File: config.mk
export PLATFORM = sky130hd
export DESIGN_NAME = csa_stream_accumulator_flat
export DESIGN_NICKNAME = d
export VERILOG_FILES = /design/src/rtl/csa_stream_accumulator_pkg.sv /design/src/rtl/csa_stream_accumulator_if.sv /design/src/rtl/csa_stream_accumulator_row.sv /design/src/rtl/csa_stream_accumulator.sv /design/src/flat_wrapper.sv
export SDC_FILE = /design/constraint.sdc
export NUM_CORES = 1
export LEC_CHECK = 0
export CORE_MARGIN = 4
export CORE_UTILIZATION = 35
export DETAILED_ROUTE_END_ITERATION = 12
export PLACE_DENSITY = 0.51
export SETUP_SLACK_MARGIN = 0.5
export SLEW_MARGIN = 30
export SYNTH_ARGS = -nofsm -noshare
export SYNTH_HDL_FRONTEND = slang
export SYNTH_HIERARCHICAL = 1
export SYNTH_SLANG_ARGS = --single-unit
File: constraint.sdc
create_clock -name clk -period 2.58 [get_ports clk]
set_input_delay 0.516 -clock clk [delete_from_list [all_inputs] [get_ports clk]]
set_output_delay 0.516 -clock clk [all_outputs]
set_load 0.05 [all_outputs]
File: src/rtl/csa_stream_accumulator_pkg.sv
// Shared types and helpers for the carry-save stream accumulator.
// ACC_W/CNT_W/NCH describe the default build; the top derives its own from its parameters.
package csa_pkg;

  typedef enum logic [1:0] {
    IDLE    = 2'd0,
    ACC     = 2'd1,
    RESOLVE = 2'd2,
    HOLD    = 2'd3
  } state_e;

  function automatic int clog2(input int v);
    int r;
    r = 0;
    for (int i = 0; i < 31; i++) begin
      if ((1 << i) < v) r = i + 1;
    end
    return r;
  endfunction

  function automatic logic maj3(input logic a, input logic b, input logic c);
    return (a & b) | (a & c) | (b & c);
  endfunction

  localparam int WIDTH_DEF   = 4;
  localparam int MAX_OPS_DEF = 16;
  localparam int CHUNK_DEF   = 4;
  localparam int ACC_W       = WIDTH_DEF + clog2(MAX_OPS_DEF);
  localparam int CNT_W       = clog2(MAX_OPS_DEF) + 1;
  localparam int NCH         = ACC_W / CHUNK_DEF;

endpackage

File: src/rtl/csa_stream_accumulator_if.sv
// Operand stream in, resolved result out. master = source/consumer side, slave = accumulator.
interface csa_stream_accumulator_if #(
  parameter int WIDTH = 4,
  parameter int ACC_W = 8,
  parameter int CNT_W = 5
);
  logic             in_valid;
  logic             in_ready;
  logic [WIDTH-1:0] in_data;
  logic             in_last;
  logic             out_valid;
  logic             out_ready;
  logic [ACC_W-1:0] out_sum;
  logic [CNT_W-1:0] out_count;

  modport master (
    output in_valid, in_data, in_last, out_ready,
    input  in_ready, out_valid, out_sum, out_count
  );

  modport slave (
    input  in_valid, in_data, in_last, out_ready,
    output in_ready, out_valid, out_sum, out_count
  );
endinterface

File: src/rtl/csa_stream_accumulator_row.sv
// One carry-save row: N independent full adders producing a sum vector and an unshifted carry vector.
module fulladder
  import csa_pkg::*;
(
  input  logic a_i,
  input  logic b_i,
  input  logic ci_i,
  output logic s_o,
  output logic co_o
);
  assign s_o  = a_i ^ b_i ^ ci_i;
  assign co_o = maj3(a_i, b_i, ci_i);
endmodule

module csa_row #(
  parameter int N = 8
) (
  input  logic [N-1:0] a_i,
  input  logic [N-1:0] b_i,
  input  logic [N-1:0] c_i,
  output logic [N-1:0] sum_o,
  output logic [N-1:0] carry_o
);
  for (genvar g = 0; g < N; g++) begin : g_fa
    fulladder u_fa (
      .a_i (a_i[g]),
      .b_i (b_i[g]),
      .ci_i(c_i[g]),
      .s_o (sum_o[g]),
      .co_o(carry_o[g])
    );
  end
endmodule

File: src/rtl/csa_stream_accumulator.sv
// Packet accumulator: operands are folded into sum/carry registers one CSA row per beat,
// then S+C is resolved to binary CHUNK bits per cycle before being offered downstream.
module csa_stream_accumulator
  import csa_pkg::*;
#(
  parameter int WIDTH   = 4,
  parameter int MAX_OPS = 16,
  parameter int CHUNK   = 4
) (
  input  logic                     clk,
  input  logic                     rst_n,
  csa_stream_accumulator_if.slave  bus
);

  localparam int SUM_W    = WIDTH + clog2(MAX_OPS);
  localparam int CNT_BITS = clog2(MAX_OPS) + 1;
  localparam int N_CHUNKS = SUM_W / CHUNK;
  localparam int IDX_W    = (N_CHUNKS > 1) ? clog2(N_CHUNKS) : 1;

  state_e              state_q, state_d;
  logic [SUM_W-1:0]    s_q, s_d, c_q, c_d;
  logic [SUM_W-1:0]    res_q, res_d, sum_q, sum_d;
  logic [CNT_BITS-1:0] cnt_q, cnt_d, count_q, count_d;
  logic [IDX_W-1:0]    idx_q, idx_d;
  logic                cy_q, cy_d;

  logic [SUM_W-1:0]    din, row_s, row_c;
  logic [CNT_BITS-1:0] cnt_inc;
  logic [CHUNK:0]      slice;
  logic                in_ready, accept, eop;

  assign din = {{(SUM_W-WIDTH){1'b0}}, bus.in_data};

  csa_row #(.N(SUM_W)) u_row (
    .a_i    (s_q),
    .b_i    (c_q),
    .c_i    (din),
    .sum_o  (row_s),
    .carry_o(row_c)
  );

  assign in_ready = (state_q == IDLE) || (state_q == ACC);
  assign accept   = bus.in_valid && in_ready;
  assign cnt_inc  = cnt_q + CNT_BITS'(1);
  assign eop      = bus.in_last || (cnt_inc == CNT_BITS'(MAX_OPS));

  // The chunk carry-out feeds the next slice through cy_q, so one adder of CHUNK bits suffices.
  assign slice = {1'b0, s_q[idx_q*CHUNK +: CHUNK]}
               + {1'b0, c_q[idx_q*CHUNK +: CHUNK]}
               + {{CHUNK{1'b0}}, cy_q};

  always_comb begin
    state_d = state_q;
    s_d     = s_q;
    c_d     = c_q;
    res_d   = res_q;
    sum_d   = sum_q;
    cnt_d   = cnt_q;
    count_d = count_q;
    idx_d   = idx_q;
    cy_d    = cy_q;
    unique case (state_q)
      IDLE, ACC: begin
        if (accept) begin
          s_d   = row_s;
          c_d   = row_c << 1;
          cnt_d = cnt_inc;
          if (eop) begin
            state_d = RESOLVE;
            idx_d   = '0;
            cy_d    = 1'b0;
          end else begin
            state_d = ACC;
          end
        end
      end
      RESOLVE: begin
        res_d[idx_q*CHUNK +: CHUNK] = slice[CHUNK-1:0];
        cy_d  = slice[CHUNK];
        idx_d = idx_q + IDX_W'(1);
        if (idx_q == IDX_W'(N_CHUNKS-1)) begin
          sum_d   = res_d;
          count_d = cnt_q;
          state_d = HOLD;
        end
      end
      HOLD: begin
        if (bus.out_ready) begin
          s_d     = '0;
          c_d     = '0;
          cnt_d   = '0;
          state_d = IDLE;
        end
      end
      default: state_d = IDLE;
    endcase
  end

  always_ff @(posedge clk or negedge rst_n) begin
    if (!rst_n) begin
      state_q <= IDLE;
      s_q     <= '0;
      c_q     <= '0;
      res_q   <= '0;
      sum_q   <= '0;
      cnt_q   <= '0;
      count_q <= '0;
      idx_q   <= '0;
      cy_q    <= 1'b0;
    end else begin
      state_q <= state_d;
      s_q     <= s_d;
      c_q     <= c_d;
      res_q   <= res_d;
      sum_q   <= sum_d;
      cnt_q   <= cnt_d;
      count_q <= count_d;
      idx_q   <= idx_d;
      cy_q    <= cy_d;
    end
  end

  assign bus.in_ready  = in_ready;
  assign bus.out_valid = (state_q == HOLD);
  assign bus.out_sum   = sum_q;
  assign bus.out_count = count_q;

endmodule

File: src/flat_wrapper.sv
// flat-port wrapper written by rule: the top's interface ports become plain ports
module csa_stream_accumulator_flat import csa_pkg::*;
#(
  parameter int WIDTH   = 4,
  parameter int MAX_OPS = 16,
  parameter int CHUNK   = 4
)
  (clk, rst_n, bus_in_valid, bus_in_data, bus_in_last, bus_out_ready, bus_in_ready, bus_out_valid, bus_out_sum, bus_out_count);
  csa_stream_accumulator_if #(.WIDTH(WIDTH), .ACC_W(8), .CNT_W(5)) bus_i ();
  input  logic clk;
  input  logic rst_n;
  input wire logic [$bits(bus_i.in_valid)-1:0] bus_in_valid;
  input wire logic [$bits(bus_i.in_data)-1:0] bus_in_data;
  input wire logic [$bits(bus_i.in_last)-1:0] bus_in_last;
  input wire logic [$bits(bus_i.out_ready)-1:0] bus_out_ready;
  output wire logic [$bits(bus_i.in_ready)-1:0] bus_in_ready;
  output wire logic [$bits(bus_i.out_valid)-1:0] bus_out_valid;
  output wire logic [$bits(bus_i.out_sum)-1:0] bus_out_sum;
  output wire logic [$bits(bus_i.out_count)-1:0] bus_out_count;
  assign bus_i.in_valid = bus_in_valid;
  assign bus_i.in_data = bus_in_data;
  assign bus_i.in_last = bus_in_last;
  assign bus_i.out_ready = bus_out_ready;
  assign bus_in_ready = bus_i.in_ready;
  assign bus_out_valid = bus_i.out_valid;
  assign bus_out_sum = bus_i.out_sum;
  assign bus_out_count = bus_i.out_count;
  csa_stream_accumulator #(.WIDTH(WIDTH), .MAX_OPS(MAX_OPS), .CHUNK(CHUNK)) u_core (.clk(clk), .rst_n(rst_n), .bus(bus_i));
endmodule
==> impl_metrics.json, run 1 <==
{
  "synth-seq-area-share_pct": 49.5,
  "port_buffers": 23,
  "die-area_sq_um": 7220,
  "worstPathCellList": "mux2_2, fa_2, inv_1, fa_2, nor2b_1, o21ai_1, a21oi_1, a211o_1",
  "cts_tree": "built",
  "fin_util_pct": 45.4,
  "setup-tns-final_ns": 0,
  "grt-ovfl-total": 0,
  "fin_crit_sh_pct": 77.4,
  "leakagePower_uw": 0.00112,
  "clock_tree.buffer_depth": 2,
  "cpPeakStageDelay_ns": 0.40,
  "slew_headroom_pct": 62.9,
  "finalWeightedCongestion": 0.801,
  "std_cell_rows": 27,
  "crit_top_cell": "fa_2",
  "status": "finished clean",
  "synth_area_sq_um": 2070,
  "die_h_um": 85.0,
  "finalSetupViolations": 0,
  "hp-class": "in2async",
  "cp_max_fo": 3,
  "synth_cell_types": 40,
  "grt_pass1_wl_um": 7600,
  "synth_ff_type": "dfrtp_1",
  "pre_cts_ws_ns": 0.510,
  "arrival_ns": 2.18,
  "required_ns": 2.76,
  "syn_inst": 168,
  "drive_gt1_share_pct": 21.0,
  "synthArstFlopShare_pct": 100,
  "detail-route-antenna-nets": 0,
  "insertion_delay_ns": 0.29,
  "synth-seq-cells": 41,
  "drt_wl_total_um": 4140,
  "maxSlewViolCount": 0,
  "startpoint_type": "register",
  "io_pins": 24,
  "htreeDepth": 2,
  "ir_drop_uv": 497,
  "wire_per_inst_um": 15.2,
  "grtUsageTotal_pct": 13.0,
  "yosys_warnings": 6,
  "rsz0062_at_grt": "yes",
  "worst_pin_slew_ns": 0.555,
  "finClkSkew_ns": 0.00825,
  "syn_area_per_cell_sq_um": 12.3,
  "crit_path_top_delay_cell": "dfrtp_1",
  "cts.sinks": 41,
  "die_x_um": 85.0,
  "vias_per_cell": 5.24,
  "synth_edf_count": 0,
  "area_growth_pct": 23.7,
  "powerDensity_nw_per_um2": 1400,
  "drtIter0Drc": 119,
  "coreArea_sq_um": 5640,
  "dp_hpwl_um": 2920,
  "hold_viol": 0,
  "drt_pre_antenna_iters": 4,
  "diodes": 0,
  "clk_pin_slew_ns": 0.08,
  "period_needed_ns": 2.00,
  "maxCapViolCount": 0,
  "grt_pass1_vias": 1497,
  "vias": 1425,
  "clockRootBuffer": "clkbuf_8",
  "max_freq_mhz": 501,
  "nets": 222,
  "layout_setup_ws_ns": 0.584,
  "drc": 0,
  "grt_antenna_before_repair": 0,
  "cp-end-kind": "register",
  "grt_max_degree": 42,
  "critical_path_class": "reg2reg",
  "numCtsBuffers": 5,
  "initial_core_util_pct": 36.7
}
-- final timing paths --
kind | from | endpoint | slack, ns | cells after the start
min in group clk | u_core/bus.out_count[4]$_DFFE_PN0P_ | u_core/bus.out_count[4]$_DFFE_PN0P_ | 0.48 | 2
setup reg to reg | u_core/idx_q$_DFFE_PN0P_ | u_core/cy_q$_DFFE_PN0P_ | 0.58 | 8
max in group asynchronous | rst_n | u_core/cnt_q[2]$_DFFE_PN0P_ | 2.03 | 1
hold reg to reg | u_core/bus.out_count[4]$_DFFE_PN0P_ | u_core/bus.out_count[4]$_DFFE_PN0P_ | 0.48 | 2
setup / recovery | u_core/idx_q$_DFFE_PN0P_ | u_core/cy_q$_DFFE_PN0P_ | 0.58 | 8
hold / removal | rst_n | u_core/bus.out_sum[2]$_DFFE_PN0P_ | 0.19 | 1
-- synthesized netlist by cell type, types with 2 or more instances --
library cell	count	area (sq um)
o21ai_0	12	60.1
a21o_1	2	15.0
dfrtp_1	41	1030
buf_2	4	20.0
mux2i_1	2	20.0
nand3_1	3	15.0
a32o_1	16	160
fa_1	10	200
nand2_1	11	41.3
a21oi_1	7	35.0
and2_1	2	12.5
inv_1	5	18.8
nor2_1	3	11.3
xor2_1	3	26.3
mux2_2	14	158
nor2b_1	3	18.8
clkbuf_1	4	15.0
ha_1	4	50.1
-- timing repair --
action	4_1_cts	5_1_grt
setup buffers	1	2
pin swaps	0	1
endpoints found under the setup margin	3	4
gates resized for setup	2	9
hold buffers	0	0
-- critical path, delay by kind of cell, from the launching register on --
kind                       cells  cell delay, ns
and+or+nand+nor                1            0.05
DFF                            1            0.40
adders and majority gates      2            0.57
AOI/OAI and AO/OA              3            0.41
buffers and inverters          1            0.08
muxes                          1            0.37
-- area by class of cell --
cell class | instances | area, sq um
Timing Repair Buffer | 30 | 278
Clock buffer | 6 | 82.6
Tap cell | 72 | 90.1
Multi-Input combinational cell | 114 | 1020
Inverter | 7 | 27.5
Sequential cell | 41 | 1030
Clock inverter | 2 | 37.5
Fill cell | 526 | 3080
-- sequential cells by signal, summed over array words and instances (netlist names) --
signal / cells
u_core/c_q: 7
u_core/bus.out_sum: 8
u_core/cy_q: 1
u_core/cnt_q: 5
u_core/idx_q: 1
u_core/bus.out_count: 5
u_core/s_q: 8
u_core/state_q: 2
u_core/res_q: 4
-- kinds of logic (layout without fill, tap and decap cells) --
| kind of cell | after synthesis | after routing | synth area share (%) |
|---|---|---|---|
| AO/OA/AOI/OAI | 45 | 45 | 16.4 |
| XOR/XNOR | 3 | 3 | 1.27 |
| adder cells (fa/ha/maj) | 14 | 14 | 12.1 |
| buffers and inverters | 17 | 45 | 3.56 |
| flip-flops | 41 | 41 | 49.5 |
| multiplexers | 17 | 17 | 9.29 |
| other | 1 | 5 | 0.181 |
| AND/OR/NAND/NOR | 30 | 30 | 7.79 |
-- cell usage in the layout (no fill, tap or decap), types with 3 or more instances in the layout --
cell type | netlist | layout
mux2_2 | 14 | 14
clkdlybuf4s50_1 | 0 | 20
xor2_1 | 3 | 3
a21oi_1 | 7 | 6
fa_1 | 10 | 8
nor2b_1 | 3 | 3
nand3_1 | 3 | 3
nor2_1 | 3 | 3
conb_1 | 1 | 5
buf_4 | 1 | 7
nand2_1 | 11 | 11
ha_1 | 4 | 4
o21ai_0 | 12 | 11
clkbuf_8 | 0 | 6
inv_1 | 5 | 5
dfrtp_1 | 41 | 41
a32o_1 | 16 | 16
-- where the power goes --
| part | leakage (uW) | switching (uW) | internal [uW] | total (uW) |
|---|---|---|---|---|
| logic | 0.000549 | 1030 | 816 | 1850 |
| clock network | 0.0000574 | 216 | 314 | 531 |
| registers | 0.000517 | 282 | 926 | 1210 |
-- layer usage --
layer	GRT usage [%]	vias to the layer above	share of wire, %
met5	0	-	0
met4	3.88	0	1.3
met3	3.40	6	4.3
met2	20.3	33	47
met1	17.9	726	47
li1	-	660	-
-- per-stage QoR --
| stage | std cells | instance area, sq um | total power, uW | hold slack, ns |
|---|---|---|---|---|
| after floorplan | 172 | 2100 | 2470 | 0.220 |
| after detailed placement | 261 | 2390 | 3000 | 0.473 |
| final | 272 | 2560 | 3580 | 0.194 |
| after global placement | 261 | 2390 | 2930 | 0.461 |
| after CTS | 270 | 2520 | 3540 | 0.388 |
| after global routing | 272 | 2560 | 3890 | 0.239 |
(Power assumes the default switching activity.)
==> inputs of run 2 (changes only) <==
==> constraint.sdc (replaced) <==
create_clock -name clk -period 2.07 [get_ports clk]
set_input_delay 0.414 -clock clk [delete_from_list [all_inputs] [get_ports clk]]
set_output_delay 0.414 -clock clk [all_outputs]
set_load 0.05 [all_outputs]
==> run 2 against run 1 <==
  * Hold slack worse by 0.0036 ns
  * First-iteration DRC count shrank 32%
  * Fmax up 1.8%
  * Power up 32%
  * Critical path type unchanged
==> impl_metrics.json, run 2 (synthesized netlist as in run 1, its figures left out) <==
{
  "die_h_um": 85.0,
  "wire_per_inst_um": 15.5,
  "finalWeightedCongestion": 0.842,
  "finalSetupViolations": 0,
  "htreeDepth": 2,
  "cts_tree": "built",
  "detail-route-antenna-nets": 0,
  "final_common_cell": "dfrtp_1",
  "grt-ovfl-total": 0,
  "worst_pin_slew_ns": 0.531,
  "rr_startpoint": "u_core/idx_q$_DFFE_PN0P_",
  "area_growth_pct": 30.2,
  "rsz0062_at_grt": "yes",
  "clock_tree.buffer_depth": 2,
  "pre_cts_ws_ns": 0.0934,
  "critical_path_class": "reg2reg",
  "insertion_delay_ns": 0.28,
  "worstReg2RegEnd": "u_core/cy_q$_DFFE_PN0P_",
  "layout_setup_ws_ns": 0.109,
  "final_cell_mix": "37 x dfrtp_1, 17 x buf_4, 16 x a32o_1",
  "cts.sinks": 41,
  "period_needed_ns": 1.96,
  "drc": 0,
  "cp-end-kind": "register",
  "arrival_ns": 2.14,
  "nets": 236,
  "grt_max_degree": 42,
  "coreArea_sq_um": 5640,
  "die_x_um": 85.0,
  "hp-class": "in2async",
  "numCtsBuffers": 5,
  "finClkSkew_ns": 0.00454,
  "grtUsageTotal_pct": 13.0,
  "ir_drop_uv": 563,
  "clk_pin_slew_ns": 0.07,
  "fin_crit_sh_pct": 94.8,
  "port_buffers": 23,
  "status": "finished clean",
  "maxCapViolCount": 0,
  "required_ns": 2.24,
  "powerDensity_nw_per_um2": 1750,
  "hold_viol": 0,
  "drt_pre_antenna_iters": 4,
  "maxSlewViolCount": 0,
  "clockRootBuffer": "clkbuf_8",
  "setup-tns-final_ns": 0,
  "grt_pass1_wl_um": 7600,
  "io_pins": 24,
  "drt_wl_total_um": 4420,
  "max_freq_mhz": 510,
  "vias_per_cell": 5.19,
  "cp_max_fo": 5,
  "slew_headroom_pct": 64.6,
  "r2r_cells": 8,
  "startpoint_type": "register",
  "leakagePower_uw": 0.00121,
  "drive_gt1_share_pct": 37.1,
  "grt_pass1_vias": 1547,
  "postCtsHoldBufs": 0,
  "drtIter0Drc": 81,
  "diodes": 0,
  "initial_core_util_pct": 36.7,
  "dp_hpwl_um": 2870,
  "vias": 1479,
  "die-area_sq_um": 7220,
  "std_cell_rows": 27,
  "reg2reg_slack_ns": 0.11,
  "grt_antenna_before_repair": 0
}
## run 2: cell count changes in the layout (fill, tap and decap cells not counted), moves of 4 or more
cell | before | now
clkdlybuf4s50_1 | 20 | 7
buf_4 | 7 | 17
clkbuf_2 | 1 | 10
o21ai_0 | 11 | 6
dfrtp_1 | 41 | 37
dfrtp_2 | 0 | 4
o21ai_1 | 2 | 6
## run 2: area by class of cell
class	instances	area (sq um)
sequential	41	1030
clock buffer	7	86.3
multi-input combinational	114	1070
inverter	7	31.3
tap	72	90.1
fill	504	2940
timing repair buffer	44	394
## run 2: worst max-delay path: stages (launching register included)
cell,delay [ns]
dfrtp_2,0.44
mux2_4,0.31
fa_2,0.36
inv_2,0.07
fa_2,0.20
nor2b_1,0.05
o21ai_1,0.12
a21oi_1,0.08
a211o_1,0.22
## run 2: how the worst max path moves through the flow
stage,start,endpoint,cells after the start
after floorplan,u_core/idx_q$_DFFE_PN0P_,u_core/cy_q$_DFFE_PN0P_,9
after global routing,u_core/idx_q$_DFFE_PN0P_,u_core/bus.out_sum[6]$_DFFE_PN0P_,7
after global placement,u_core/idx_q$_DFFE_PN0P_,u_core/cy_q$_DFFE_PN0P_,8
after CTS,u_core/idx_q$_DFFE_PN0P_,u_core/cy_q$_DFFE_PN0P_,8
final,u_core/idx_q$_DFFE_PN0P_,u_core/cy_q$_DFFE_PN0P_,8
after detailed placement,u_core/idx_q$_DFFE_PN0P_,u_core/cy_q$_DFFE_PN0P_,8
## run 2: layer usage
metal	vias to the layer above	wire [um]	GRT usage, %	part of all wire (%)
li1	692	-	-	-
met1	758	2150	17.9	49
met2	25	2070	20.0	47
met3	4	172	3.50	3.9
met4	0	28	3.88	0.63
met5	-	0	0	0
## run 2: per-stage QoR
step / total power [uW] / util, % / area, sq um / instances / hold slack (ns)
6_report: 4720 / 47.9 / 2700 / 285 / 0.190
3_3_place_gp: 3750 / 43.1 / 2430 / 265 / 0.463
5_1_grt: 5090 / 47.9 / 2700 / 285 / 0.232
3_5_place_dp: 3800 / 43.1 / 2430 / 265 / 0.469
2_1_floorplan: 3100 / - / 2100 / 172 / 0.118
4_1_cts: 4420 / 45.8 / 2580 / 276 / 0.210
## run 2: report_power, final
group          internal (uW)  total [uW]  switching (uW)
Clock                    264         517             252
Sequential              1160        1520             355
Combinational           1270        2690            1420
Total                   2700        4720            2020
## run 2: timing repair
| action | in CTS | in global routing |
|---|---|---|
| setup endpoints to repair | 33 | 36 |
| pin swaps | 1 | 8 |
| cloned | 0 | 1 |
| resized for setup | 37 | 28 |
| buffers inserted | 4 | 8 |
